[src/rtl/mem_lane_ctl.sv]
// Data-side memory controller: splits CPU byte/half/word accesses onto four big-endian
// byte-lane RAM banks, traps misaligned accesses and returns extended load data one cycle later.
module mem_lane_ctl #(
  parameter int AW = 11
) (
  input  logic          clock,
  input  logic          rst_n,
  input  logic          req_valid,
  input  logic          req_we,
  input  logic [1:0]    req_size,
  input  logic          req_unsigned,
  input  logic [AW+1:0] req_addr,
  input  logic [31:0]   req_wdata,
  output logic [31:0]   ram_wdata,
  output logic [AW-1:0] ram_wraddress,
  output logic [AW-1:0] ram_rdaddress,
  output logic [3:0]    ram_wren,
  input  logic [31:0]   ram_q,
  output logic          rsp_valid,
  output logic [31:0]   rsp_rdata,
  output logic          exc_misalign,
  output logic [AW+1:0] exc_addr
);

  // Byte offset k lives in lane 3-k (big-endian).
  function automatic logic [7:0] lane_byte(input logic [31:0] word, input logic [1:0] k);
    logic [7:0] b;
    case (k)
      2'd0:    b = word[31:24];
      2'd1:    b = word[23:16];
      2'd2:    b = word[15:8];
      2'd3:    b = word[7:0];
      default: b = 8'h00;
    endcase
    return b;
  endfunction

  logic [1:0]    k_s;
  logic          legal_s;
  logic          accept_s;
  logic          trap_s;
  logic [3:0]    wren_s;
  logic [7:0]    byte_s;
  logic [15:0]   half_s;

  logic          ld_v_q, ld_v_d;
  logic [1:0]    size_q, size_d;
  logic          uns_q, uns_d;
  logic [1:0]    k_q, k_d;
  logic          exc_q, exc_d;
  logic [AW+1:0] exc_addr_q, exc_addr_d;

  assign k_s           = req_addr[1:0];
  assign ram_wraddress = req_addr[AW+1:2];
  assign ram_rdaddress = req_addr[AW+1:2];
  assign accept_s      = req_valid & legal_s;
  assign trap_s        = req_valid & ~legal_s;

  // Alignment check; size 3 is reserved and always traps.
  always_comb begin
    case (req_size)
      2'd0:    legal_s = 1'b1;
      2'd1:    legal_s = ~req_addr[0];
      2'd2:    legal_s = (req_addr[1:0] == 2'b00);
      default: legal_s = 1'b0;
    endcase
  end

  // Store lane steering; combinational because the banks register their inputs.
  always_comb begin
    wren_s    = 4'b0000;
    ram_wdata = req_wdata;
    case (req_size)
      2'd0: begin
        ram_wdata = {4{req_wdata[7:0]}};
        wren_s    = 4'b1000 >> k_s;
      end
      2'd1: begin
        ram_wdata = {2{req_wdata[15:0]}};
        wren_s    = k_s[1] ? 4'b0011 : 4'b1100;
      end
      2'd2: begin
        ram_wdata = req_wdata;
        wren_s    = 4'b1111;
      end
      default: begin
        ram_wdata = req_wdata;
        wren_s    = 4'b0000;
      end
    endcase
    if (rst_n && req_we && accept_s) begin
      ram_wren = wren_s;
    end else begin
      ram_wren = 4'b0000;
    end
  end

  // Next state for the load stage and the trap registers.
  always_comb begin
    ld_v_d     = accept_s & ~req_we;
    size_d     = size_q;
    uns_d      = uns_q;
    k_d        = k_q;
    exc_d      = trap_s;
    exc_addr_d = exc_addr_q;
    if (accept_s && !req_we) begin
      size_d = req_size;
      uns_d  = req_unsigned;
      k_d    = k_s;
    end else begin
      size_d = size_q;
    end
    if (trap_s) begin
      exc_addr_d = req_addr;
    end else begin
      exc_addr_d = exc_addr_q;
    end
  end

  // Stage and trap registers.
  always_ff @(posedge clock or negedge rst_n) begin
    if (!rst_n) begin
      ld_v_q     <= 1'b0;
      size_q     <= 2'd0;
      uns_q      <= 1'b0;
      k_q        <= 2'd0;
      exc_q      <= 1'b0;
      exc_addr_q <= '0;
    end else begin
      ld_v_q     <= ld_v_d;
      size_q     <= size_d;
      uns_q      <= uns_d;
      k_q        <= k_d;
      exc_q      <= exc_d;
      exc_addr_q <= exc_addr_d;
    end
  end

  assign rsp_valid    = ld_v_q;
  assign exc_misalign = exc_q;
  assign exc_addr     = exc_addr_q;
  assign byte_s       = lane_byte(ram_q, k_q);
  assign half_s       = k_q[1] ? ram_q[15:0] : ram_q[31:16];

  // Load alignment and extension straight off the bank outputs.
  always_comb begin
    case (size_q)
      2'd0:    rsp_rdata = {{24{~uns_q & byte_s[7]}}, byte_s};
      2'd1:    rsp_rdata = {{16{~uns_q & half_s[15]}}, half_s};
      2'd2:    rsp_rdata = ram_q;
      default: rsp_rdata = 32'h0000_0000;
    endcase
    if (!ld_v_q) begin
      rsp_rdata = 32'h0000_0000;
    end else begin
      rsp_rdata = rsp_rdata;
    end
  end

endmodule

[config.mk]
export PLATFORM = sky130hd
export DESIGN_NAME = mem_lane_ctl
export DESIGN_NICKNAME = d
export VERILOG_FILES = /design/src/rtl/mem_lane_ctl.sv
export SDC_FILE = /design/constraint.sdc
export NUM_CORES = 1
export LEC_CHECK = 0
export BUFFER_PORTS_ARGS = -buffer_cell sky130_fd_sc_hd__clkbuf_2
export CORE_MARGIN = 1
export CORE_UTILIZATION = 42
export CTS_BUF_LIST = sky130_fd_sc_hd__clkbuf_16
export CTS_CLUSTER_DIAMETER = 40
export DETAILED_ROUTE_END_ITERATION = 12
export GPL_TIMING_DRIVEN = 0
export HOLD_SLACK_MARGIN = 0.03
export PLACE_DENSITY = 0.88
export SETUP_SLACK_MARGIN = 0.5
export SYNTH_ARGS = -nofsm -noshare
export SYNTH_HDL_FRONTEND = slang
export SYNTH_SLANG_ARGS = --single-unit
export TNS_END_PERCENT = 1
[constraint.sdc]
create_clock -name clock -period 3.7 [get_ports clock]
set_input_delay 0.37 -clock clock [delete_from_list [all_inputs] [get_ports clock]]
set_output_delay 0.37 -clock clock [all_outputs]
set_load 0.02 [all_outputs]
==> results of run 1 <==
==> synth_stat cells <==
cell type	instances	area, um^2
sky130_fd_sc_hd__nand2_1	51	191.4
sky130_fd_sc_hd__mux2_2	47	529.3
sky130_fd_sc_hd__buf_4	30	225.2
sky130_fd_sc_hd__dfrtp_1	20	500.5
sky130_fd_sc_hd__a21oi_1	17	85.08
sky130_fd_sc_hd__a22oi_1	15	112.6
sky130_fd_sc_hd__o21ai_0	12	60.06
sky130_fd_sc_hd__buf_2	10	50.05
sky130_fd_sc_hd__nor2_1	9	33.78
sky130_fd_sc_hd__mux2i_1	8	80.08
sky130_fd_sc_hd__clkbuf_1	7	26.28
sky130_fd_sc_hd__mux2_4	5	75.07
sky130_fd_sc_hd__inv_1	3	11.26
sky130_fd_sc_hd__nor2b_1	3	18.77
sky130_fd_sc_hd__nor3_1	3	15.01
sky130_fd_sc_hd__buf_6	2	22.52
sky130_fd_sc_hd__nand3b_1	2	15.01
sky130_fd_sc_hd__a2111oi_0	1	8.760
sky130_fd_sc_hd__a221oi_1	1	8.760
sky130_fd_sc_hd__a32oi_1	1	8.760
sky130_fd_sc_hd__and2_1	1	6.260
sky130_fd_sc_hd__and2b_1	1	7.510
sky130_fd_sc_hd__nand3_1	1	5.000
sky130_fd_sc_hd__nand4_1	1	6.260
sky130_fd_sc_hd__nor3_2	1	10.01
sky130_fd_sc_hd__o22ai_1	1	6.260
sky130_fd_sc_hd__o31a_1	1	8.760
sky130_fd_sc_hd__or3b_1	1	8.760
sky130_fd_sc_hd__xor2_1	1	8.760
==> registers in the layout, indices dropped and copies added, names as in the netlist <==
signal	flops
exc_addr	13
k_q	2
size_q	2
exc_misalign	1
rsp_valid	1
uns_q	1
==> placed cells by master (no fill, tap or decap), types with 2 or more instances in the layout <==
cell / netlist / routed
sky130_fd_sc_hd__clkbuf_2: 0 / 185
sky130_fd_sc_hd__buf_2: 10 / 10
sky130_fd_sc_hd__nor2b_1: 3 / 3
sky130_fd_sc_hd__mux2i_1: 8 / 8
sky130_fd_sc_hd__mux2_4: 5 / 5
sky130_fd_sc_hd__inv_1: 3 / 3
sky130_fd_sc_hd__buf_4: 30 / 30
sky130_fd_sc_hd__clkbuf_1: 7 / 7
sky130_fd_sc_hd__buf_6: 2 / 2
sky130_fd_sc_hd__nor3_1: 3 / 3
sky130_fd_sc_hd__nor2_1: 9 / 9
sky130_fd_sc_hd__clkbuf_16: 0 / 3
sky130_fd_sc_hd__nand3b_1: 2 / 2
sky130_fd_sc_hd__dfrtp_1: 20 / 20
sky130_fd_sc_hd__a21oi_1: 17 / 17
sky130_fd_sc_hd__o21ai_0: 12 / 12
sky130_fd_sc_hd__nand2_1: 51 / 51
sky130_fd_sc_hd__a22oi_1: 15 / 15
sky130_fd_sc_hd__mux2_2: 47 / 47
==> per-layer routing <==
layer	wire length (um)	share of wire [%]
met2	3815	56
met4	25	0.37
met1	2574	38
met5	0	0
met3	375	5.5
==> critical path, stage by stage, from the launching register on <==
cell and delay, ns:
sky130_fd_sc_hd__dfrtp_1 0.48, sky130_fd_sc_hd__mux2_2 0.38, sky130_fd_sc_hd__a32oi_1 0.21, sky130_fd_sc_hd__o31a_1 0.33
sky130_fd_sc_hd__buf_2 0.28, sky130_fd_sc_hd__nand2_1 0.08, sky130_fd_sc_hd__clkbuf_2 0.16
==> how the worst max path moves through the flow <==
stage,endpoint,cells after the start
final,rsp_rdata[25],6
after global routing,rsp_rdata[25],6
after CTS,rsp_rdata[25],6
after detailed placement,rsp_rdata[25],6
after global placement,rsp_rdata[21],6
after floorplan,ram_wren[3],3
==> stage by stage <==
| step | util [%] | setup WS (ns) | hold slack, ns |
|---|---|---|---|
| finish | 67.06 | 1.158 | 0.08013 |
| floorplan | - | 1.473 | 0.07441 |
| CTS | 67.06 | 1.178 | 0.09712 |
| global placement | 65.51 | 1.504 | 0.3549 |
| global route | 67.06 | 1.045 | 0.1345 |
| detailed placement | 65.51 | 1.437 | 0.3588 |
==> layout make-up <==
class / count / area (um^2)
fillers: 434 / 1587
flip-flops and latches: 20 / 500.5
multi-input cells: 184 / 1310
plain buffers: 49 / 324.1
well taps: 67 / 83.83
inverters: 3 / 11.26
clock buffers: 3 / 75.07
repair buffers: 185 / 925.9
==> power by group <==
| part | internal (W) | leakage (nW) | switching [W] |
|---|---|---|---|
| logic | 0.000253 | 1.56 | 0.000325 |
| registers | 0.000256 | 0.238 | 0.0000227 |
| clock network | 0.000142 | 0.0370 | 0.0000682 |
| total | 0.000652 | 1.84 | 0.000416 |
==> kinds of logic (layout without fill, tap and decap cells) <==
group / Yosys count / count (layout) / share of synthesized area, %
compound gates: 49 / 49 / 13.94
xor+xnor: 1 / 1 / 0.4082
buf+inv: 52 / 240 / 15.63
flops: 20 / 20 / 23.32
mux: 60 / 60 / 31.90
simple gates: 74 / 74 / 14.81
==> results.md, run 1 <==
Outcome:
- The flow ran to the end, and the final reports show no timing, DRC or antenna violations.

Die:
- The area inside the core boundary is 4817 um^2.
- Once the floorplan was initialized, standard cells occupied 44.55% of the core.
- After floorplanning, the core was divided into 25 placement rows.
- Measured along the x axis, the die boundary spans 73.48 um.
- The overall die area is 5399 um^2.
- During I/O placement, the number of pins put on the boundary was 189.
- The die height is 73.48 um.

STA:
- The time the final worst path needs with I/O delays and setup is 2.542 ns.
- Adding up every negative setup slack in the final design gives 0 ns.
- Based on the critical path, the design can be clocked at up to 393.4 MHz.
- Setup repair after global routing left no endpoint under its margin.
- The portion of the clock cycle consumed by the worst path in the final layout is 68.69%.
- The final worst clock skew is 0 ns.
- Setup violations remaining at the end of the flow were counted as 0.
- The final count of hold timing violations is 0.
- The slew of the pin with the lowest slew margin is 0.8469 ns.
- The count of final max-slew check failures is 0.
- The worst slew slack as a fraction of its limit is 43.11%.

Placed design:
- The congestion estimate from routability-driven global placement came to 0.8658.
- The standard cell area after detailed placement is 3156 um^2.
- The number of placed instances, taps included, is 508.
- After legalization and detailed placement, the total HPWL measured 5709 um.
- The count of buffers added on input and output ports is 185.

Cells and area:
- The layout net count is 530.
- The share of post-route cells with drive strength above 1 is 63.74%.
- The diode insertion count for antenna repair is 0.
- The area growth from synthesis to layout is 50.55%.
- Leaving out filler cells and counting taps, the final layout contains 511.
- The design area is 3231 um^2.

Detailed routing:
- The violation count after the first detailed-routing iteration is 107.
- The final routed DRC violation total is 0.
- The count of nets left with antenna violations once routing finished came out at 0.
- In the final routed layout, each cell accounts on average for 13.29 um.
- The routed wire length is 6790 um.
- The pre-antenna-repair detailed-routing pass consisted of 4 iterations.
- The via density per instance is 5.072.
- The overall via count from detail_route is 2,592.

Global route:
- The met1 track utilization from global routing is 26.29%.
- For this run, global-route usage on met3 was measured as 2.881%.
- For this run the aggregate overflow at the end of global routing stands at 0.
- The first global-routing pass estimated 10,120 um of wire.
- The number of global-route vias before repair is 2,324.
- The initial antenna violation count was 0.
- For this run, global-route usage on met2 was measured as 47.60%.
- The peak-usage layer in the global routing report is met2.
- Global routing consumed, over all layers together, 23.82% of the routing resources.
- The largest net degree at the start of global routing is 22.

Job:
- Across the run, the number of max-cap violations was 0.

Critical path:
- The endpoint of the worst-slack reg-to-reg timing path is k_q[1]$_DFFE_PN0P_.
- STA classifies the critical path endpoint as an output pin.
- The critical path is of the flop to output pin type.
- The depth of the most critical reg-to-reg path is 3.
- The startpoint class of the critical path is a flop.
- STA puts the critical path data required time at 3.33 ns.
- The most critical setup path has its startpoint at k_q[0]$_DFFE_PN0P_.
- In this run the critical register-to-register path is launched from k_q[1]$_DFFE_PN0P_.
- The highest fanout seen on the critical path is 10.
- The data arrival at the endpoint of the critical path is 2.17 ns.
- For flop-to-flop paths, the worst setup slack is 2.53 ns.

Power:
- The power per cell area is 330.5 nW/um^2.
- VDD sags by at most 0.0001803 V.
- The leakage power total is 1.840 nW.
- After layout, the design draws a total of 0.001068 W.

Synthesis:
- The number of cells produced by synthesis is 256.
- The average size of a mapped cell is 8.382 um^2.
- The number of nets in the synthesized netlist is 340.
- The number of different library cells used by synthesis comes to 29.
- After synthesis the netlist holds a flip-flop and latch count of 20.
- The number of warnings issued by yosys is 0.
- Summing the sequential cell areas from Yosys gives 23.32% of the chip area.
- After synthesis the cells add up to 2146 um^2.

Clocking:
- The TritonCTS buffer count is 3.
- The CTS tree is yes.
- The tree built by TritonCTS fans out to 20 sinks.
- The later-pin clock latency in the skew report is 0.24 ns.
- The count of instances resized after the clock tree is built is 0.
- In this run the clock root is driven by a sky130_fd_sc_hd__clkbuf_16.
- The total number of H-tree levels is 1.
- The number of buffers between clock root and the deepest sink is 2.
- The clock transition at the registers of the reported paths is 0.05 ns.
- The post-CTS setup repair buffer count is 0.
- Buffers inserted to repair hold after CTS numbered 0.

Worst hold path:
- The worst hold path class is input port to async pin.
Note: power is estimated with default switching activity, not from simulation.
==> inputs of run 2 (changes only) <==
--- a/config.mk
+++ b/config.mk
@@ -7,13 +7,13 @@
 export LEC_CHECK = 0
 export BUFFER_PORTS_ARGS = -buffer_cell sky130_fd_sc_hd__clkbuf_2
 export CORE_MARGIN = 1
-export CORE_UTILIZATION = 42
+export CORE_UTILIZATION = 39
 export CTS_BUF_LIST = sky130_fd_sc_hd__clkbuf_16
 export CTS_CLUSTER_DIAMETER = 40
 export DETAILED_ROUTE_END_ITERATION = 12
 export GPL_TIMING_DRIVEN = 0
 export HOLD_SLACK_MARGIN = 0.03
-export PLACE_DENSITY = 0.88
+export PLACE_DENSITY = 0.83
 export SETUP_SLACK_MARGIN = 0.5
 export SYNTH_ARGS = -nofsm -noshare
 export SYNTH_HDL_FRONTEND = slang
==> constraint.sdc (replaced) <==
create_clock -name clock -period 2.7 [get_ports clock]
set_input_delay 0.27 -clock clock [delete_from_list [all_inputs] [get_ports clock]]
set_output_delay 0.27 -clock clock [all_outputs]
set_load 0.02 [all_outputs]
==> results.md, run 2 (synthesis gave the netlist of run 1 again) <==
Power:
- The fraction of power consumed by the clock network is 19.1% (-0.6 points).
- The power per cell area is 452.8 nW/um^2 (+37%).
- The proportion of power drawn by combinational gates was 55.6% (+1.4 points).
- The worst voltage drop across the vdd grid is 0.0003221 V (+79%).
- The leakage power total was 1.888 nW (+2.6%).
- The relative contribution of sequential cells to total power is 25.3% (-0.8 points).
- The internal power came to 0.0009280 W (+42%).
- The switching portion of total power came to 38.51% (-0.46 points).
- The switching power total is 0.0005813 W (+40%).

Die:
- The area inside the core boundary came to 5205 um^2 (+8.1%).
- The count of boundary I/O pins is 189 (unchanged).
- The floorplan die width came to 76.18 um (+3.7%).
- The count of standard-cell rows came to 26 (+4.0%).
- The effective utilization at floorplan came to 41.23% (-3.3 points).
- The overall die area was 5803 um^2 (+7.5%).
- The die height came to 76.18 um (+3.7%).

Detailed routing:
- The total iterations of the first detailed-routing run is 5 (+1).
- The violation count after the first detailed-routing iteration came to 84 (-21%).
- The final routed DRC violation total was 0 (unchanged).
- The via density per instance is 4.996 (-1.5%).
- The routed wire length is 6996 um (+3.0%).
- The overall via count from detail_route is 2,608 (+0.62%).
- The antenna violation net count after detailed routing was 0 (unchanged).
- The per-cell routed wire length is 13.40 um (+0.86%).

Clocking:
- The TritonCTS buffer count is 3 (unchanged).
- The total number of H-tree levels is 1 (unchanged).
- The number of buffers between clock root and the deepest sink was 2 (unchanged).
- The master cell of the clock root buffer is sky130_fd_sc_hd__clkbuf_16.
- The later-pin clock latency in the skew report came to 0.24 ns (about the same).
- TritonCTS built the clock tree.
- The clock sink total came to 20 (unchanged).
- The clock transition at the registers of the reported paths came to 0.05 ns (about the same).

STA:
- The final count of hold timing violations is 0 (unchanged).
- The setup TNS after final layout is 0 ns (unchanged).
- The final worst clock skew was 0 ns (unchanged).
- The slew of the pin with the lowest slew margin is 0.8755 ns (+0.02859 ns).
- The achievable frequency is 464.6 MHz.
- The worst path in the final design needs a cycle of 2.152 ns, including I/O delays and setup.
- Setup repair after global routing could not meet its margin everywhere.
- The worst slew slack as a fraction of its limit is 41.44% (-1.7 points).
- The count of final max-slew check failures is 0 (unchanged).
- After layout, the worst path uses 79.72% of the clock period.
- The number of setup violations in the final report was 0 (unchanged).

Critical path:
- The endpoint identified for the worst register-to-register timing path is k_q[1]$_DFFE_PN0P_.
- The highest fanout seen on the critical path is 10 (unchanged).
- Traced cell by cell, the critical path runs through buf_2, nor2b_1, buf_4, a32oi_1, o31a_1, clkbuf_4, nand2_1, clkbuf_2.
- The data arrival at the endpoint of the critical path was 1.88 ns (-0.29 ns).
- The peak per-stage delay on the critical path was 0.35 ns (-0.13 ns).
- The minimum setup slack among reg-to-reg paths is 1.55 ns (-0.98 ns).
- Among all stages on the critical path, the largest delay is contributed by sky130_fd_sc_hd__dfrtp_1.
- The number of buffer and inverter stages on the critical path was 4 (+2).
- The worst register-to-register path begins at k_q[1]$_DFFE_PN0P_.
- The data required time of the worst path is 2.43 ns (-0.90 ns).
- The critical path in this run is classified as flop to output pin.
- The capturing element type of the critical path is an output pin.
- On the critical path the largest part of the delay comes from buffers and inverters.
- The depth of the most critical reg-to-reg path is 3 (unchanged).
- The worst setup path is launched from a flop.

Global route:
- The overall routing resource usage was 24.21% (+0.39 points).
- The total overflow reported by the global router is 0 (unchanged).
- The global-route wire length before repair is 11,700 um (+16%).
- The number of global-route vias before repair came to 2,646 (+14%).
- The initial antenna violation count is 0 (unchanged).
- The largest net degree at the start of global routing is 21 (-4.5%).

Placed design:
- The cell total after placement is 511 (+0.59%).
- The placed wire-length estimate after detailed placement is 5773 um (+1.1%).
- The global placement routability congestion is 0.8856 (+2.3%).
- The number of port buffers is 185 (unchanged).

Worst hold path:
- The beginning of the worst hold path is req_unsigned.
- The worst hold path class is input port to flop.
- For hold timing, the worst endpoint is uns_q$_DFFE_PN0P_.
- Along the worst hold path, the cell count comes to 2.

Cells and area:
- The diode insertion count for antenna repair is 0 (unchanged).
- Leaving out fill and tap cells, the most frequent cells in the layout are sky130_fd_sc_hd__clkbuf_2 (187), sky130_fd_sc_hd__nand2_1 (51), sky130_fd_sc_hd__mux2_2 (47), sky130_fd_sc_hd__buf_4 (40), sky130_fd_sc_hd__dfrtp_1 (19).
- The number of fill cells was 476 (+9.7%).
- The commonest non-fill, non-tap cell in the layout is sky130_fd_sc_hd__clkbuf_2.
- The share of post-route cells with drive strength above 1 is 65.93% (+2.2 points).
- The area growth from synthesis to layout is 55.34%.
- The number of flip-flops under the largest register name was 13 (unchanged).
- The core utilization of the finished layout is 64.04% (-3.0 points).
- The final standard cell count with taps included and fillers excluded is 522 (+2.2%).
- The area taken by flip-flops and latches is 501.7 um^2 (+0.25%).
- The total area of multi-input combinational cells is 1326 um^2 (+1.2%).
- The layout net count is 538 (+1.5%).

Job:
- The max-cap violation count is 0 (unchanged).

Outcome:
- The flow ran to the end, and the final reports show no timing, DRC or antenna violations.
==> run 2: cell types whose count changed in the layout (fill, tap and decap cells not counted), moves of 2 or more <==
cell	before	now
sky130_fd_sc_hd__a21oi_1	17	15
sky130_fd_sc_hd__buf_4	30	40
sky130_fd_sc_hd__buf_2	10	5
sky130_fd_sc_hd__clkbuf_2	185	187
sky130_fd_sc_hd__clkbuf_1	7	5
sky130_fd_sc_hd__a21oi_2	0	2
==> run 2: worst max path at each step <==
stage | from | endpoint | slack, ns | cells past startpoint
after floorplan | req_size[1] | ram_wren[3] | 0.67 | 3
after global placement | k_q[0]$_DFFE_PN0P_ | rsp_rdata[25] | 0.61 | 6
after detailed placement | k_q[0]$_DFFE_PN0P_ | rsp_rdata[22] | 0.52 | 6
after CTS | size_q[0]$_DFFE_PN0P_ | rsp_rdata[3] | 0.47 | 5
after global routing | size_q[1]$_DFFE_PN0P_ | rsp_rdata[24] | 0.42 | 8
final | size_q[1]$_DFFE_PN0P_ | rsp_rdata[22] | 0.55 | 8
==> run 2: layer usage <==
metal	wire length, um	global-route usage (%)
met1	2663	25.17
met2	3800	48.18
met3	414	4.431
met4	117	7.885
met5	0	0
==> run 2: metrics by stage <==
step | hold WS, ns | total power [W] | area [um^2] | setup slack [ns]
floorplan | -0.02559 | 0.0009142 | 2146 | 0.6727
global placement | 0.2582 | 0.001156 | 3159 | 0.6066
detailed placement | 0.2661 | 0.001176 | 3159 | 0.5171
CTS | 0.2574 | 0.001472 | 3254 | 0.4687
global route | 0.2670 | 0.001607 | 3333 | 0.4212
finish | 0.2595 | 0.001509 | 3333 | 0.5475
==> run 2: final cells by class <==
type / count / share of cell area [%]
plain buffers: 49 / 10.29
clock buffers: 3 / 2.252
inverters: 3 / 0.3378
multi-input cells: 184 / 39.79
flip-flops and latches: 20 / 15.05
well taps: 70 / 2.628
repair buffers: 193 / 29.65
==> run 2: timing repair <==
item / in CTS / in global routing
setup endpoints to repair: 25 / 32
hold buffers: 1 / 0
setup buffers: 1 / 6
gates resized for setup: 2 / 17
endpoints found under the hold margin: 20 / 0
pin swaps: 1 / 0
==> run 2: power by group through the flow <==
stage / logic, W / registers (W) / clock network (W)
after detailed placement: 0.000788 / 0.000387 / 0
final: 0.000839 / 0.000382 / 0.000288
after CTS: 0.000793 / 0.000383 / 0.000296
after global placement: 0.000772 / 0.000384 / 0
after global routing: 0.000908 / 0.000387 / 0.000312
after floorplan: 0.000489 / 0.000425 / 0
==> inputs of run 3 (changes only) <==
--- a/config.mk
+++ b/config.mk
@@ -5,15 +5,16 @@
 export SDC_FILE = /design/constraint.sdc
 export NUM_CORES = 1
 export LEC_CHECK = 0
+export ABC_AREA = 1
 export BUFFER_PORTS_ARGS = -buffer_cell sky130_fd_sc_hd__clkbuf_2
 export CORE_MARGIN = 1
-export CORE_UTILIZATION = 39
+export CORE_UTILIZATION = 40
 export CTS_BUF_LIST = sky130_fd_sc_hd__clkbuf_16
 export CTS_CLUSTER_DIAMETER = 40
 export DETAILED_ROUTE_END_ITERATION = 12
 export GPL_TIMING_DRIVEN = 0
 export HOLD_SLACK_MARGIN = 0.03
-export PLACE_DENSITY = 0.83
+export PLACE_DENSITY = 0.82
 export SETUP_SLACK_MARGIN = 0.5
 export SYNTH_ARGS = -nofsm -noshare
 export SYNTH_HDL_FRONTEND = slang
==> constraint.sdc (replaced) <==
create_clock -name clock -period 2 [get_ports clock]
set_input_delay 0.2 -clock clock [delete_from_list [all_inputs] [get_ports clock]]
set_output_delay 0.2 -clock clock [all_outputs]
set_load 0.02 [all_outputs]
==> results.md, run 3 <==
STA:
- The worst slew slack as a fraction of its limit is 41.21% (-0.23 points).
- The final count of hold timing violations came to 0 (unchanged).
- Setup repair after global routing could not meet its margin everywhere.
- The final worst clock skew is 0 ns (unchanged).
- The achievable frequency is 537.1 MHz.
- The count of final max-slew check failures came to 0 (unchanged).
- The setup TNS after final layout is 0 ns (unchanged).
- The number of setup violations in the final report is 0 (unchanged).
- The slew of the pin with the lowest slew margin was 0.8789 ns (+0.003420 ns).
- The portion of the clock cycle consumed by the worst path in the final layout is 93.10%.
- The time the final worst path needs with I/O delays and setup is 1.862 ns.

Cells and area:
- The number of flip-flops under the largest register name is 13 (unchanged).
- The library cell used most frequently in the layout, excluding fill and tap cells, is sky130_fd_sc_hd__nand2_1.
- The diode insertion count for antenna repair came to 0 (unchanged).
- The layout net count is 710 (+32%).
- The area taken by flip-flops and latches came to 503.0 um^2 (+0.25%).
- The area growth from synthesis to layout is 57.77%.
- The library cells used most frequently in the layout, excluding fill and tap cells, are sky130_fd_sc_hd__nand2_1 (194), sky130_fd_sc_hd__clkbuf_2 (168), sky130_fd_sc_hd__buf_4 (52), sky130_fd_sc_hd__inv_1 (43), sky130_fd_sc_hd__a21oi_1 (19).
- The number of fill cells was 519 (+9.0%).
- The share of post-route cells with drive strength above 1 is 45.44% (-20 points).
- The core utilization of the finished layout was 66.35% (+2.3 points).
- The total area of multi-input combinational cells came to 1415 um^2 (+6.7%).

Global route:
- The largest net degree at the start of global routing is 21 (unchanged).
- The global-route wire length before repair is 12,850 um (+9.8%).
- The number of global-route vias before repair was 3,006 (+14%).
- The overall routing resource usage is 25.64% (+1.4 points).
- The initial antenna violation count came to 0 (unchanged).
- The total overflow reported by the global router came to 0 (unchanged).

Clocking:
- The total number of H-tree levels was 1 (unchanged).
- The TritonCTS buffer count was 3 (unchanged).
- The clock transition at the registers of the reported paths is 0.05 ns (about the same).
- The later-pin clock latency in the skew report was 0.25 ns (about the same).
- The number of buffers between clock root and the deepest sink is 2 (unchanged).
- The master cell of the clock root buffer is sky130_fd_sc_hd__clkbuf_16.
- TritonCTS built the clock tree.
- The clock sink total is 20 (unchanged).

Job:
- The max-cap violation count is 0 (unchanged).

Power:
- The leakage power total is 2.330 nW (+23%).
- The worst voltage drop across the vdd grid is 0.0004184 V (+30%).
- The power per cell area came to 617.9 nW/um^2 (+36%).

Critical path:
- The minimum setup slack among reg-to-reg paths came to 1.21 ns (-0.34 ns).
- The data required time of the worst path is 1.80 ns (-0.63 ns).
- The capturing element type of the critical path is an output pin.
- The highest fanout seen on the critical path came to 8 (-2).
- The peak per-stage delay on the critical path is 0.42 ns (+0.07 ns).
- Traced cell by cell, the critical path runs through inv_2, nand2_4, a21oi_4, nand3_4, buf_6, a21oi_1, buf_2.
- The critical path start-end classification is flop to output pin.
- The slowest stage of the critical path belongs to the cell sky130_fd_sc_hd__dfrtp_1.
- The data arrival at the endpoint of the critical path is 1.66 ns (-0.22 ns).
- STA classifies the critical path startpoint as a flop.

Synthesis:
- Yosys instantiated no cell more often than sky130_fd_sc_hd__nand2_1.
- The count of different cell masters after synthesis is 26 (-10%).
- The sequential element share of the synthesized area is 21.22% (-2.1 points).
- The net count after synthesis is 506 (+49%).
- By area the synthesized netlist is led by sky130_fd_sc_hd__nand2_1 (31%), sky130_fd_sc_hd__dfrtp_1 (21%), sky130_fd_sc_hd__buf_4 (9.9%).
- The area share of the largest cell type after synthesis came to 31.19% (+6.5 points).
- Among all flip-flop cells after synthesis, the most frequent one is sky130_fd_sc_hd__dfrtp_1.
- The average size of a mapped cell is 5.589 um^2 (-33%).
- The async set-or-reset flop fraction in the synthesized netlist is 100.0% (unchanged).
- The library cell with the largest summed area after synthesis is sky130_fd_sc_hd__nand2_1.
- The post-synthesis register bit count is 20 (unchanged).
- The number of cells produced by synthesis is 422 (+65%).
- The commonest cells after synthesis are sky130_fd_sc_hd__nand2_1 (196), sky130_fd_sc_hd__inv_1 (45), sky130_fd_sc_hd__a21oi_1 (33).
- The number of warnings issued by yosys is 0 (unchanged).
- The cell area after synthesis is 2359 um^2 (+9.9%).
- The number of synthesized flops with an enable pin was 0 (unchanged).

Die:
- The die height is 78.79 um (+3.4%).
- The effective utilization at floorplan was 42.06% (+0.83 points).
- The area inside the core boundary was 5608 um^2 (+7.7%).
- The overall die area is 6207 um^2 (+7.0%).
- The count of boundary I/O pins is 189 (unchanged).
- The count of standard-cell rows is 27 (+3.8%).
- The floorplan die width is 78.79 um (+3.4%).

Outcome:
- The run finished with clean final reports.

Detailed routing:
- The routed wire length is 8440 um (+21%).
- The final routed DRC violation total was 0 (unchanged).
- The antenna violation net count after detailed routing is 0 (unchanged).
- The overall via count from detail_route is 3,365 (+29%).
- The total iterations of the first detailed-routing run is 5 (unchanged).
- The via density per instance is 4.828 (-3.4%).
- The per-cell routed wire length was 12.11 um (-9.6%).
- The violation count after the first detailed-routing iteration was 178 (+110%).

Worst hold path:
- The worst hold path class is input port to flop.

Placed design:
- The placed wire-length estimate after detailed placement is 6621 um (+15%).
- The global placement routability congestion is 0.9535 (+7.7%).
- The number of port buffers was 187 (+1.1%).
-- run 3: cell types whose count changed after synthesis, sizes merged, moves of 4 or more --
cell	delta
nand3	+16
nor2	+13
inv	+46
nand2	+146
o21ai	+10
mux2	-52
a22oi	-14
a21oi	+18
a31oi	+4
mux2i	-8
-- run 3: report_power, final --
part	switching, W	internal [W]	total, W
Sequential	0.0000506	0.000467	0.000517
Clock	0.000139	0.000266	0.000405
Combinational	0.000844	0.000533	0.00138
Total	0.00103	0.00127	0.00230
-- run 3: what timing repair did --
item | 4_1_cts | 5_1_grt
hold buffers | 1 | 0
hold endpoints to repair | 20 | 0
resized for setup | 49 | 25
gates cloned | 2 | 0
setup endpoints to repair | 36 | 42
pin swaps | 1 | 2
buffers inserted | 7 | 2
-- run 3: per-stage QoR --
stage                     power (W)  hold slack (ns)  setup WS [ns]  cell area, um^2  std cells
after floorplan            0.001319         -0.09559         0.4262             2362        422
after global placement     0.001671           0.1820         0.3133             3388        681
after detailed placement   0.001701           0.1939         0.2927             3388        681
after CTS                  0.002257           0.1414         0.1645             3676        695
after global routing       0.002456           0.1449        0.05272             3721        697
final                      0.002299           0.1446         0.1381             3721        697
-- run 3: critical path, delay by kind of cell, from the launching register on --
| family | cells | cell delay (ns) |
|---|---|---|
| flops | 1 | 0.42 |
| compound gates | 2 | 0.27 |
| simple gates | 2 | 0.24 |
| buf+inv | 3 | 0.49 |
-- run 3: logic make-up (layout without fill, tap and decap cells) --
group,count (synthesis),in the layout,share of synthesized area (%)
AND/OR/NAND/NOR,237,237,40.53
buffers and inverters,99,302,22.70
AO/OA/AOI/OAI,66,66,15.54
flip-flops,20,20,21.22
-- run 3: final timing paths --
path                                               from                  endpoint  depth (start not counted)
worst max-delay path              size_q[1]$_DFFE_PN0P_             rsp_rdata[24]                          7
worst min-delay path                       req_unsigned         uns_q$_DFFE_PN0P_                          3
worst max register to register    size_q[0]$_DFFE_PN0P_     size_q[0]$_DFFE_PN0P_                          3
worst min register to register  exc_addr[7]$_DFFE_PN0P_   exc_addr[7]$_DFFE_PN0P_                          2
max in group asynchronous                         rst_n        k_q[0]$_DFFE_PN0P_                          2
min in group asynchronous                         rst_n  exc_addr[11]$_DFFE_PN0P_                          2
-- run 3: layer usage --
| layer | up-vias | GRT usage (%) | share of wire [%] |
|---|---|---|---|
| met3 | 14 | 4.253 | 8.6 |
| met2 | 187 | 51.83 | 53 |
| met5 | - | 0 | 0 |
| li1 | 1682 | - | - |
| met4 | 0 | 6.111 | 1.4 |
| met1 | 1482 | 26.96 | 37 |
-- run 3: final cells by class --
class	instances	share of cell area [%]
tap	72	2.421
clock buffer	3	2.017
clock inverter	1	0.1009
buffer	49	9.818
multi-input combinational	303	38.03
sequential	20	13.52
timing repair buffer	199	29.02
inverter	50	5.077
